===== config.mk =====
export PLATFORM = sky130hd
export DESIGN_NAME = wb_cmd_master
export DESIGN_NICKNAME = d
export VERILOG_FILES = /design/src/rtl/wb_cmd_pkg.sv /design/src/rtl/wb_cmd_master.sv
export SDC_FILE = /design/constraint.sdc
export NUM_CORES = 1
export LEC_CHECK = 0
export CAP_MARGIN = 25
export CORE_MARGIN = 8
export CORE_UTILIZATION = 35
export CTS_BUF_LIST = sky130_fd_sc_hd__clkbuf_4
export DETAILED_ROUTE_END_ITERATION = 8
export PLACE_DENSITY = 0.61
export SLEW_MARGIN = 5
export SYNTH_ARGS = -nofsm -noshare
export SYNTH_HDL_FRONTEND = slang
export SYNTH_SLANG_ARGS = --single-unit

===== constraint.sdc =====
create_clock -name i_clk -period 4.19 [get_ports i_clk]
set_input_delay 0.838 -clock i_clk [delete_from_list [all_inputs] [get_ports i_clk]]
set_output_delay 0.838 -clock i_clk [all_outputs]
set_load 0.005 [all_outputs]

===== src/rtl/wb_cmd_pkg.sv =====
// Shared constants and state encoding for the byte-stream Wishbone command master.
package wb_cmd_pkg;

    localparam logic [7:0] OP_WRITE  = 8'h57;
    localparam logic [7:0] OP_READ   = 8'h52;

    localparam logic [7:0] ST_ACK    = 8'h00;
    localparam logic [7:0] ST_ERR    = 8'h01;
    localparam logic [7:0] ST_TMO    = 8'h02;
    localparam logic [7:0] ST_BADOP  = 8'hFF;

    typedef enum logic [2:0] {
        S_IDLE,
        S_ADDR,
        S_WDATA,
        S_BUS,
        S_STATUS,
        S_RDATA
    } state_e;

endpackage


===== src/rtl/wb_cmd_master.sv =====
// Byte-framed command decoder driving single classic Wishbone cycles and
// streaming back a status byte plus, for successful reads, four data bytes.
module wb_cmd_master #(
    parameter int TIMEOUT_CYCLES = 255
) (
    input  logic        i_clk,
    input  logic        i_reset_n,
    input  logic [7:0]  i_rx_data,
    input  logic        i_rx_valid,
    output logic        o_rx_ready,
    output logic [7:0]  o_tx_data,
    output logic        o_tx_valid,
    input  logic        i_tx_ready,
    output logic [31:0] o_wb_adr,
    output logic [31:0] o_wb_dat,
    output logic [3:0]  o_wb_sel,
    output logic        o_wb_we,
    output logic        o_wb_cyc,
    output logic        o_wb_stb,
    input  logic [31:0] i_wb_dat,
    input  logic        i_wb_ack,
    input  logic        i_wb_err,
    output logic        o_busy
);
    import wb_cmd_pkg::*;

    localparam int              TMO_W    = $clog2(TIMEOUT_CYCLES + 1);
    localparam logic [TMO_W-1:0] TMO_LAST = TMO_W'(TIMEOUT_CYCLES - 1);

    state_e           state_q,  state_d;
    logic [1:0]       cnt_q,    cnt_d;
    logic [31:0]      adr_q,    adr_d;
    logic [31:0]      dat_q,    dat_d;
    logic             we_q,     we_d;
    logic [7:0]       status_q, status_d;
    logic [TMO_W-1:0] tmo_q,    tmo_d;

    logic rx_fire;
    logic tx_fire;

    assign o_rx_ready = (state_q == S_IDLE) || (state_q == S_ADDR) || (state_q == S_WDATA);
    assign o_tx_valid = (state_q == S_STATUS) || (state_q == S_RDATA);
    assign o_wb_cyc   = (state_q == S_BUS);
    assign o_wb_stb   = o_wb_cyc;
    assign o_wb_we    = o_wb_cyc && we_q;
    assign o_wb_sel   = o_wb_cyc ? 4'hF : 4'h0;
    assign o_wb_adr   = adr_q;
    assign o_wb_dat   = dat_q;
    assign o_busy     = (state_q != S_IDLE);

    assign rx_fire = i_rx_valid && o_rx_ready;
    assign tx_fire = o_tx_valid && i_tx_ready;

    always_comb begin
        // NOTE: every signal gets a default before the case so no path leaves it unassigned (no latches).
        state_d   = state_q;
        cnt_d     = cnt_q;
        adr_d     = adr_q;
        dat_d     = dat_q;
        we_d      = we_q;
        status_d  = status_q;
        tmo_d     = tmo_q;
        o_tx_data = 8'h00;

        case (state_q)
            S_IDLE: begin
                if (rx_fire) begin
                    cnt_d = 2'd0;
                    if (i_rx_data == OP_WRITE || i_rx_data == OP_READ) begin
                        we_d    = (i_rx_data == OP_WRITE);
                        state_d = S_ADDR;
                    end else begin
                        we_d     = 1'b0;
                        status_d = ST_BADOP;
                        state_d  = S_STATUS;
                    end
                end
            end
            S_ADDR: begin
                if (rx_fire) begin
                    adr_d = {adr_q[23:0], i_rx_data};
                    cnt_d = cnt_q + 2'd1;
                    if (cnt_q == 2'd3) begin
                        state_d = we_q ? S_WDATA : S_BUS;
                        tmo_d   = '0;
                    end
                end
            end
            S_WDATA: begin
                if (rx_fire) begin
                    dat_d = {dat_q[23:0], i_rx_data};
                    cnt_d = cnt_q + 2'd1;
                    if (cnt_q == 2'd3) begin
                        state_d = S_BUS;
                        tmo_d   = '0;
                    end
                end
            end
            S_BUS: begin
                // err outranks ack, and both outrank a timeout reached the same cycle.
                if (i_wb_err) begin
                    status_d = ST_ERR;
                    state_d  = S_STATUS;
                end else if (i_wb_ack) begin
                    status_d = ST_ACK;
                    if (!we_q) dat_d = i_wb_dat;
                    state_d  = S_STATUS;
                end else if (tmo_q == TMO_LAST) begin
                    status_d = ST_TMO;
                    state_d  = S_STATUS;
                end else begin
                    tmo_d = tmo_q + TMO_W'(1);
                end
            end
            S_STATUS: begin
                o_tx_data = status_q;
                if (tx_fire) begin
                    cnt_d   = 2'd0;
                    state_d = (status_q == ST_ACK && !we_q) ? S_RDATA : S_IDLE;
                end
            end
            S_RDATA: begin
                o_tx_data = dat_q[31:24];
                if (tx_fire) begin
                    dat_d = {dat_q[23:0], 8'h00};
                    cnt_d = cnt_q + 2'd1;
                    if (cnt_q == 2'd3) state_d = S_IDLE;
                end
            end
            default: state_d = S_IDLE;
        endcase
    end

    always_ff @(posedge i_clk) begin
        // NOTE: registers use non-blocking assignments so every flop samples pre-edge values.
        if (!i_reset_n) begin
            state_q  <= S_IDLE;
            cnt_q    <= 2'd0;
            adr_q    <= 32'h0;
            dat_q    <= 32'h0;
            we_q     <= 1'b0;
            status_q <= 8'h00;
            tmo_q    <= '0;
        end else begin
            state_q  <= state_d;
            cnt_q    <= cnt_d;
            adr_q    <= adr_d;
            dat_q    <= dat_d;
            we_q     <= we_d;
            status_q <= status_d;
            tmo_q    <= tmo_d;
        end
    end

endmodule


; Word level (Yosys, flattened, before mapping)
; Cells that the tools add are included.
[word_totals]
regBits = 86
out_inout_bits = 82
[op_classes]
mux = 41
reduce_logical = 24
eq_ne = 26
add_sub_neg = 2
[op_table]
columns = operator, n
row1 = 32-bit 2-to-1 mux, 5
row2 = 32-bit one-hot mux with 3 select lines, 1
row3 = 8-bit 2-to-1 mux, 10
row4 = 8-bit one-hot mux with 2 select lines, 3
row5 = 3-bit 2-to-1 mux, 13
row6 = 2-bit != test (second input constant), 10
row7 = 3-bit one-hot mux with 6 select lines, 1
row8 = 8-bit by 7-bit equality test with 1-bit output (second input constant), 2
row9 = 2-bit by 1-bit != test with 1-bit output (second input constant), 6
row10 = 6-bit AND reduction, 2
row11 = 9-bit AND reduction, 1
row12 = 8-bit by 1-bit adder with 8-bit output (second input constant), 1
row13 = 8-bit equality test (second input constant), 1
row14 = 8-bit zero test, 1
row15 = 2-bit 2-to-1 mux, 4
row16 = 2-bit one-hot mux with 4 select lines, 1
row17 = 3-bit by 2-bit equality test with 1-bit output (second input constant), 2
row18 = 3-bit equality test (second input constant), 2
row19 = 3-bit nonzero test, 2
row20 = 5-bit AND reduction, 1
row21 = 1-bit logical AND, 4
row22 = 1-bit logical OR, 4
row23 = 4-bit 2-to-1 mux, 1
row24 = 4-bit by 1-bit != test with 1-bit output (second input constant), 1
row25 = other kinds (11), 14

; Depth between registers and ports, before layout
; Gate-level depths: netlist of the first run.
[depth]
depth_word = 6
ltp_mapped = 8
ltp_nobuf = 7

; Least setup slack after synthesis of the first run
; Ideal clock, no wire load.
[synth_timing]
kind = reg2out
start = register state_q[1]
end = output o_wb_we
slack_ns = 2.092
arrival_ns = 1.260
path_stages_with_launch = 5
required_time_ns = 3.352
path_cell_list = dfxtp_1 and3b_1 buf_2 buf_2 and2_1
[synth_via]
elab_chain_len = 2
[synth_rtl]
columns = item, line
row1 = "start, declared", wb_cmd_master.sv:30  ; state_e state_q, state_d;
row2 = "start signal, assigned", wb_cmd_master.sv:145  ; state_q <= state_d;
row3 = 3-bit by 2-bit equality test with 1-bit output, wb_cmd_master.sv:43  ; assign o_wb_cyc = (state_q == S_BUS);
row4 = via o_wb_cyc, wb_cmd_master.sv:18  ; output logic o_wb_cyc,
row5 = 1-bit logical AND, wb_cmd_master.sv:45  ; assign o_wb_we = o_wb_cyc && we_q;
row6 = "end, declared", wb_cmd_master.sv:17  ; output logic o_wb_we,
; The timed path passes the listed nets, and every way through them passes these cells.

; Final worst setup path of the first run
[layout_timing]
start = register state_q[2]
end = output o_tx_data[6]
[layout_via]
elab_chain_len = 2
elab_cells_between_ends = 3
[layout_rtl]
columns = item, line
row1 = 3-bit equality test, wb_cmd_master.sv:65  ; case (state_q)
row2 = 8-bit one-hot mux with 2 select lines *, wb_cmd_master.sv:65
row3 = "end, declared", wb_cmd_master.sv:11  ; output logic [7:0] o_tx_data,
; Every way passes the cells marked *; elsewhere a longest branch is shown, timed or not.

==> results.txt, run 1 <==
Asr flop ratio synth -> 0
Row Count -> 39
Post-synth EDFFs -> 0
Worst-path cell chain -> nand2b_1 -> a21oi_1 -> clkdlybuf4s50_1
Leak Pwr -> 0.00216 µW
Starting density of the core -> 0.356
Buf/Inv on CP -> 1
TritonCTS buffer count -> 9
Crit start category -> flip-flop
Total Nets Final -> 608
Max capacitance violation total -> 0
Crit path depth -> 3
Layout cells sized above 1 -> 0.0727
GRT Overall Usage -> 0.158
# setup viols final -> 0
Synthesized netlist cell count -> 451
Tightest Pin Transition -> 828 ps
CTS tree -> done
Most common cell after layout, fill and taps aside -> clkdlybuf4s50_1
Pre-CTS WS -> 1250 ps
Vias in the first global route -> 3,605
Synth Warn # -> 0
Vias per inst -> 5.12
Critical Path Fanout Max -> 22
Crit Path Class -> reg2out
XOR/XNOR share of the synthesized area -> 0.0192
Placeable Area -> 11,300 µm²
I/O Buffers -> 127
Largest family of logic cells by synthesized area -> compound AO/OA/AOI/OAI gates
Compound-Gate Fraction of Synth Area -> 0.252
Req. time, crit path -> 3350 ps
Clock sink count -> 81
Cts hold-fix bufs -> 0
Clk pin slew, worst setup/hold paths -> 140 ps
PwrDens -> 362 nW/µm²
Most frequent cells in the layout -> 126 x clkdlybuf4s50_1, 110 x nand2_1, 81 x dfxtp_1, 33 x o211a_1, 29 x a21boi_0
Mux cell area share after synthesis -> 0.0695
Register area share after synthesis -> 0.402
Post-Synth Adder-Cell Area -> 0.00931
IO Pins -> 128
RePlAce Congestion -> 0.787
Crit-path leading delay family -> flip-flops
Status -> complete, no violations
DIE WIDTH -> 123 µm
Critical Path End Type -> primary output
Synth Area in Simple Gates -> 0.193
Hold/Removal Path Class -> reg2reg
Syn-to-layout area delta -> 36.5%
Clk_lat worst skew -> 410 ps
Largest net degree at the start of global routing -> 44
Peak supply drop -> 143 µV
Cts repair resizes -> 0
Largest cells by area after synthesis -> dfxtp_1 40%, nand2_1 10%, o211a_1 8.2%, mux2i_1 7.0%, a21boi_0 5.4%
Final min period -> 3270 ps
CTS Buffer Depth -> 2
WL per Instance -> 16.9 µm
GRT overflow -> 0
DP HPWL -> 9.10 mm
Top FF cell, synth -> dfxtp_1
CP max stage cell -> dfxtp_1
Die Y -> 123 µm
Mapped Nets -> 500
# DRC -> 0
Yosys reg bits -> 81
Max stage delay on crit path -> 890 ps
Max Freq -> 305 MHz
Slew Viols, Final -> 0
Worst setup margin -> 916 ps
Mapped Avg Cell Area -> 8.94 µm²
Vias -> 3,627
H-tree levels -> 3
Library cells used by synthesis -> 46
Unrepaired setup endpoints after global routing -> false
R2R depth -> 6
Iter 0 DRT Violations -> 247
Worst Skew -> 14.4 ps
Yosys top cell area share -> 0.402
Setup repair bufs after CTS -> 0
TritonRoute pass-1 iters -> 4
Synth area leader -> dfxtp_1
Max-slew headroom -> 0.447
Clock root cell -> clkbuf_4
Routed Antenna Nets -> 0
Hold Fails Final Rpt -> 0
Number of antenna violations at the first check in global routing -> 1
Setup TNS -> 0 ps
Tcrit/Tclk final -> 0.781
Syn Std Cell Area -> 4030 µm²
First-pass GRT wire length -> 19.1 mm
Worst Path Arrival -> 2440 ps
Final wirelength -> 12.0 mm
Die area -> 15,200 µm²
Hold path cells -> 2
power breakdown:
group,switching (µW),internal [µW],total [µW]
sequential,89.6,831,920
clock,291,186,477
combinational,295,300,595
worst reg2reg max path: cells and delay by family, from the launching register on:
kind	cells	cell delay (ps)
AOI/OAI and AO/OA	2	440
buffers and inverters	1	280
DFF	1	640
and+or+nand+nor	3	910
worst paths after layout:
| kind | from | endpoint | slack (ps) |
|---|---|---|---|
| max | state_q[2] | o_tx_data[6] | 920 |
| min | o_wb_adr[31] | o_wb_adr[31] | 460 |
| max reg2reg | state_q[0] | tmo_q[0] | 1820 |
| min reg2reg | o_wb_adr[31] | o_wb_adr[31] | 460 |
cells by family after synthesis:
logic type,count (synthesis)
mux,28
fa+ha+maj,3
xor+xnor,8
buf+inv,45
compound gates,119
simple gates,167
flops,81
routing by layer:
metal  vias to the layer above  GRT usage  routed length, µm
li1                       1785          -                  -
met5                         -          0                  0
met3                        12     0.0384                822
met4                         0     0.0647                198
met2                       104      0.254               5790
met1                      1726      0.199               5150
synth_stat cells, types with 3 or more instances:
master / count
a21boi_0: 29
a2111oi_4: 3
a21boi_1: 6
nand2_1: 110
nor2_1: 16
and2_1: 3
nand3b_1: 3
o21ai_0: 5
a21oi_1: 18
nand4_1: 4
ha_1: 3
a211oi_1: 3
mux2i_1: 28
nand2b_1: 6
o211ai_1: 10
dfxtp_1: 81
o211a_1: 33
nor2b_1: 10
buf_2: 7
nand3_1: 4
buf_4: 8
clkbuf_1: 21
xnor2_1: 7
inv_1: 7
metrics by stage:
step	power (µW)	hold WS [ps]	instances	instance area, µm²	util
floorplan	1240	445	451	4030	-
global placement	1530	445	691	5360	0.473
detailed placement	1540	448	691	5360	0.473
CTS	2020	467	707	5500	0.486
global route	2120	485	708	5500	0.486
finish	1990	465	708	5500	0.486
flip-flops by register name, indices dropped and copies added, names as in the netlist:
register	count
o_wb_adr	32
o_wb_dat	32
tmo_q	8
state_q	3
status_q	3
cnt_q	2
we_q	1
cell type report:
type,count,area [µm²]
antenna,1,2.50
inverter,7,26.3
multi-input combinational,325,2200
timing repair buffer,135,1330
tap,143,179
fill,1102,5820
clock buffer,9,67.6
clock inverter,7,76.3
sequential,81,1620
Power figures use the tool's default switching activity.
==> run 2: changes to the inputs <==
==> constraint.sdc (replaced) <==
create_clock -name i_clk -period 3.2 [get_ports i_clk]
set_input_delay 0.64 -clock i_clk [delete_from_list [all_inputs] [get_ports i_clk]]
set_output_delay 0.64 -clock i_clk [all_outputs]
set_load 0.005 [all_outputs]
==> run 2 against run 1 <==
Effect of this change:
- non-clock buffer count increased by 2
- worst setup slack got worse by 460 ps
- sequential power grew 26%
- critical path type unchanged
==> results.txt, run 2 (synthesized netlist as in run 1, its figures left out) <==
Status -> complete, no violations
Max capacitance violation total -> 0
Peak supply drop -> 201 µV
R2R depth -> 6
# DRC -> 0
Die Y -> 123 µm
Tightest Pin Transition -> 663 ps
Placeable Area -> 11,300 µm²
Max-slew headroom -> 0.558
CP max stage cell -> and2_1
Max stage delay on crit path -> 470 ps
Worst reg2reg endpoint -> tmo_q[0]
Hold Fails Final Rpt -> 0
Setup repair bufs after CTS -> 0
Worst-path cell chain -> buf_4 -> and2_1 -> nor2_1 -> clkdlybuf4s50_1
Clk pin slew, worst setup/hold paths -> 140 ps
Worst Skew -> 17.5 ps
M2 GR Usage -> 0.251
Crit Path Class -> reg2out
Routed Antenna Nets -> 0
Pre-CTS WS -> 555 ps
Crit path capture -> o_rx_ready
RePlAce Congestion -> 0.804
Max Freq -> 364 MHz
Hold/Removal Path Class -> reg2reg
Slew Viols, Final -> 0
Cts repair resizes -> 0
I/O Buffers -> 127
Syn-to-layout area delta -> 37.0%
Final wirelength -> 12.0 mm
Iter 0 DRT Violations -> 249
Worst hold slack -> 464 ps
Leak Pwr -> 0.00218 µW
TritonCTS buffer count -> 9
Unrepaired setup endpoints after global routing -> false
H-tree levels -> 3
DP HPWL -> 8.97 mm
Die area -> 15,200 µm²
PwrDens -> 473 nW/µm²
GRT overflow -> 0
CTS tree -> done
Vias per inst -> 5.10
Cts hold-fix bufs -> 0
Critical Path Fanout Max -> 21
Worst Path Arrival -> 2110 ps
First-pass GRT wire length -> 18.6 mm
Most frequent cells in the layout -> 126 x clkdlybuf4s50_1, 110 x nand2_1, 81 x dfxtp_1, 33 x o211a_1, 29 x a21boi_0
Row Count -> 39
Most common cell after layout, fill and taps aside -> clkdlybuf4s50_1
GR peak layer -> met2
Worst setup margin -> 452 ps
Final min period -> 2750 ps
Vias -> 3,622
Crit start category -> flip-flop
# setup viols final -> 0
RR Startpoint -> state_q[0]
Req. time, crit path -> 2560 ps
Crit path from -> state_q[0]
Met1 GRT Util -> 0.191
CTS Buffer Depth -> 2
Total Nets Final -> 610
WL per Instance -> 16.9 µm
Tcrit/Tclk final -> 0.859
Largest net degree at the start of global routing -> 37
TritonRoute pass-1 iters -> 4
Layout cells sized above 1 -> 0.0742
IO Pins -> 128
Clock sink count -> 81
DIE WIDTH -> 123 µm
Critical Path End Type -> primary output
Number of antenna violations at the first check in global routing -> 1
Starting density of the core -> 0.356
Vias in the first global route -> 3,559
Met3 Use GR -> 0.0411
Fill cells -> 1,119
Flop2flop setup slack -> 1100 ps
Clk_lat worst skew -> 430 ps
Setup TNS -> 0 ps
GRT Overall Usage -> 0.154
Clock root cell -> clkbuf_4
## run 2: per-layer routing
metal,vias up,share of wire
li1,1791,-
met1,1713,0.45
met2,102,0.47
met3,16,0.063
met4,0,0.016
met5,-,0
## run 2: worst min-delay path by stage
stage	startpoint	end	slack (ps)	cells after the start
final	o_wb_adr[31]	o_wb_adr[31]	460	2
after global placement	o_wb_adr[31]	o_wb_adr[31]	440	2
after CTS	o_wb_adr[31]	o_wb_adr[31]	470	2
after floorplan	cnt_q[1]	cnt_q[1]	440	2
after detailed placement	o_wb_adr[31]	o_wb_adr[31]	450	2
after global routing	o_wb_adr[31]	o_wb_adr[31]	480	2
## run 2: critical path, delay by kind of cell (launching register included)
| family | cells | cell delay (ps) |
|---|---|---|
| buffers and inverters | 2 | 730 |
| flip-flops | 1 | 350 |
| AND/OR/NAND/NOR | 2 | 600 |
## run 2: layout make-up
| type | count | area [µm²] | area share |
|---|---|---|---|
| well taps | 143 | 179 | 0.0324 |
| flip-flops and latches | 81 | 1620 | 0.294 |
| repair buffers | 137 | 1350 | 0.245 |
| inverters | 7 | 26.3 | 0.00476 |
| multi-input cells | 325 | 2200 | 0.399 |
| clock buffers | 9 | 67.6 | 0.0122 |
| clock inverters | 7 | 68.8 | 0.0125 |
| diodes | 1 | 2.50 | 0.000453 |
## run 2: through the flow
stage                     cell area [µm²]  power (µW)  utilization  instances
after floorplan                      4030        1620            -        451
final                                5520        2610        0.488        710
after global placement               5380        2010        0.476        693
after detailed placement             5380        2020        0.476        693
after CTS                            5520        2640        0.488        709
after global routing                 5520        2770        0.488        710
## run 2: power by group
group          leakage, µW  switching, µW  internal, µW  total, µW
clock            0.0000741            374           239        612
combinational      0.00145            433           403        836
sequential        0.000654           75.2          1090       1160
total              0.00218            882          1730       2610
==> run 3: changes to the inputs <==
--- a/config.mk
+++ b/config.mk
@@ -5,12 +5,13 @@
 export SDC_FILE = /design/constraint.sdc
 export NUM_CORES = 1
 export LEC_CHECK = 0
+export ABC_AREA = 1
 export CAP_MARGIN = 25
 export CORE_MARGIN = 8
 export CORE_UTILIZATION = 35
 export CTS_BUF_LIST = sky130_fd_sc_hd__clkbuf_4
 export DETAILED_ROUTE_END_ITERATION = 8
-export PLACE_DENSITY = 0.61
+export PLACE_DENSITY = 0.62
 export SLEW_MARGIN = 5
 export SYNTH_ARGS = -nofsm -noshare
 export SYNTH_HDL_FRONTEND = slang
==> run 3 against run 2 <==
Effect of this change:
- count of clock-buffer cells in the layout increased by 1
- global-route usage increased by 1.4 points
- critical path type unchanged
- worst setup slack got worse by 110 ps
- via count increased by 12%
- non-clock buffer count decreased by 2
- hold slack improved by 25 ps
- sequential share of layout area increased by 0.98 points
- design area decreased by 3.2%
- combinational power decreased by 34%
==> results.txt, run 3 <==
XOR/XNOR share of the synthesized area -> 0.0112
Compound-Gate Fraction of Synth Area -> 0.0995
Post-Synth Adder-Cell Area -> 0.00959
RePlAce Congestion -> 0.859
CTS Buffer Depth -> 2
Tightest Pin Transition -> 651 ps
Top FF cell, synth -> dfxtp_1
Worst-path cell chain -> inv_4 -> nand3_4 -> inv_2 -> clkdlybuf4s50_1
Leak Pwr -> 0.00216 µW
GRT overflow -> 0
DP HPWL -> 9.29 mm
Vias -> 4,073
Clk_lat worst skew -> 430 ps
Syn-to-layout area delta -> 36.6%
Worst Skew -> 20.4 ps
Tcrit/Tclk final -> 0.893
Cts repair resizes -> 0
Largest cells by area after synthesis -> dfxtp_1 41%, nand2_1 15%, nor2_1 14%, o21ai_0 5.1%, nand4_1 4.8%
Final core occ -> 0.491
Layout cells sized above 1 -> 0.0484
Library cells used by synthesis -> 30
Most common cell after layout, fill and taps aside -> nand2_1
TritonCTS buffer count -> 9
Peak supply drop -> 209 µV
I/O Buffers -> 127
GRT Overall Usage -> 0.168
Pwr Total -> 2320 µW
Worst Path Arrival -> 2220 ps
Synth Area in Simple Gates -> 0.381
Flop2flop setup slack -> 680 ps
# setup viols final -> 0
Iter 0 DRT Violations -> 310
Die area -> 14,800 µm²
PwrDens -> 435 nW/µm²
Total Nets Final -> 746
Asr flop ratio synth -> 0
Max Freq -> 350 MHz
Vias in the first global route -> 4,000
Hold path cells -> 2
Crit start category -> flip-flop
Slew Viols, Final -> 0
CP max stage cell -> clkdlybuf4s50_1
Mapped Avg Cell Area -> 6.63 µm²
WL per Instance -> 14.9 µm
Mux cell area share after synthesis -> 0
Yosys top cell area share -> 0.414
Critical Path Fanout Max -> 18
Status -> complete, no violations
Register area share after synthesis -> 0.414
Clock sink count -> 81
Vias per inst -> 4.84
Clock root cell -> clkbuf_4
Die Y -> 122 µm
# placed instances -> 826
Unrepaired setup endpoints after global routing -> false
RR Startpoint -> state_q[2]
Final wirelength -> 12.5 mm
Largest family of logic cells by synthesized area -> simple AND/OR/NAND/NOR gates
CTS tree -> done
Clk pin slew, worst setup/hold paths -> 150 ps
Synth area leader -> dfxtp_1
Yosys reg bits -> 81
Synth Warn # -> 0
Syn Std Cell Area -> 3910 µm²
Post-synth EDFFs -> 0
R2R depth -> 12
Setup repair bufs after CTS -> 0
# DRC -> 0
Req. time, crit path -> 2560 ps
Largest net degree at the start of global routing -> 41
Row Count -> 38
Placeable Area -> 10,900 µm²
Synth cell count leaders -> 153 x nand2_1, 146 x nor2_1, 81 x dfxtp_1, 40 x o21ai_0, 30 x nand4_1
H-tree levels -> 3
Max stage delay on crit path -> 580 ps
IO Pins -> 128
Crit Path Class -> reg2out
Most frequent cells in the layout -> 153 x nand2_1, 145 x nor2_1, 126 x clkdlybuf4s50_1, 81 x dfxtp_1, 40 x o21ai_0
Routed Antenna Nets -> 0
HP Start -> status_q[1]
Critical Path End Type -> primary output
Max capacitance violation total -> 0
Hold/Removal Path Class -> reg2reg
Non-Filler Instances -> 842
TritonRoute pass-1 iters -> 4
Max-slew headroom -> 0.563
First-pass GRT wire length -> 20.1 mm
Synthesized netlist cell count -> 590
Cell Area, Placed -> 5200 µm²
Starting density of the core -> 0.359
Crit path from -> state_q[2]
Final min period -> 2860 ps
Ant. Diodes -> 0
Worst reg2reg endpoint -> o_wb_dat[0]
Most common cell in the synthesized netlist -> nand2_1
Setup TNS -> 0 ps
Number of antenna violations at the first check in global routing -> 0
Cts hold-fix bufs -> 0
Mapped Nets -> 639
Hold Path End -> status_q[1]
Hold Fails Final Rpt -> 0
Fin area -> 5340 µm²
DIE WIDTH -> 122 µm
run 3: cell count changes after synthesis, moves of 10 or more:
cell	change
o21ai_0	+35
nor2_1	+130
nand2_1	+43
mux2i_1	-28
a21boi_0	-29
o211a_1	-33
nand3_1	+19
nor2b_1	-10
nand4_1	+26
inv_1	+19
run 3: cell families (layout without fill, tap and decap cells):
kind of cell             after synthesis  after routing
buffers and inverters                 69            181
AO/OA/AOI/OAI                         72             72
AND/OR/NAND/NOR                      360            360
flip-flops                            81             81
XOR/XNOR                               5              5
adder cells (fa/ha/maj)                3              3
run 3: report_power, final:
part | leakage, µW | total (µW) | switching [µW] | internal [µW]
Combinational | 0.00144 | 555 | 287 | 268
Sequential | 0.000655 | 1140 | 64.4 | 1070
Clock | 0.0000707 | 632 | 383 | 249
Total | 0.00216 | 2320 | 735 | 1590
run 3: final cells by class:
type | count | area, µm²
Multi-Input combinational cell | 440 | 1960
Timing Repair Buffer | 135 | 1330
Clock buffer | 10 | 75.1
Tap cell | 140 | 175
Sequential cell | 81 | 1620
Fill cell | 1095 | 5540
Inverter | 30 | 115
Clock inverter | 6 | 66.3
run 3: metal layers:
metal	share of wire	vias up	track usage
li1	-	2100	-
met1	0.42	1813	0.197
met2	0.46	148	0.269
met3	0.11	12	0.0810
met4	0.010	0	0.0463
met5	0	-	0
run 3: how the worst max path moves through the flow:
stage	end	cells after the start
floorplan	o_wb_sel[0]	7
global placement	o_wb_dat[6]	12
detailed placement	o_wb_dat[3]	12
CTS	o_wb_sel[1]	4
global route	o_wb_sel[0]	4
finish	o_wb_sel[0]	4
run 3: metrics by stage:
stage / setup slack [ps] / hold WS (ps)
6_report: 343 / 490
5_1_grt: 166 / 519
4_1_cts: 315 / 493
3_5_place_dp: 725 / 474
3_3_place_gp: 798 / 456
2_1_floorplan: 1300 / 444
run 3: worst max-delay path: cells and delay by family (launching register included):
| kind | cells | cell delay, ps |
|---|---|---|
| buf+inv | 3 | 1090 |
| flops | 1 | 520 |
| simple gates | 1 | 170 |
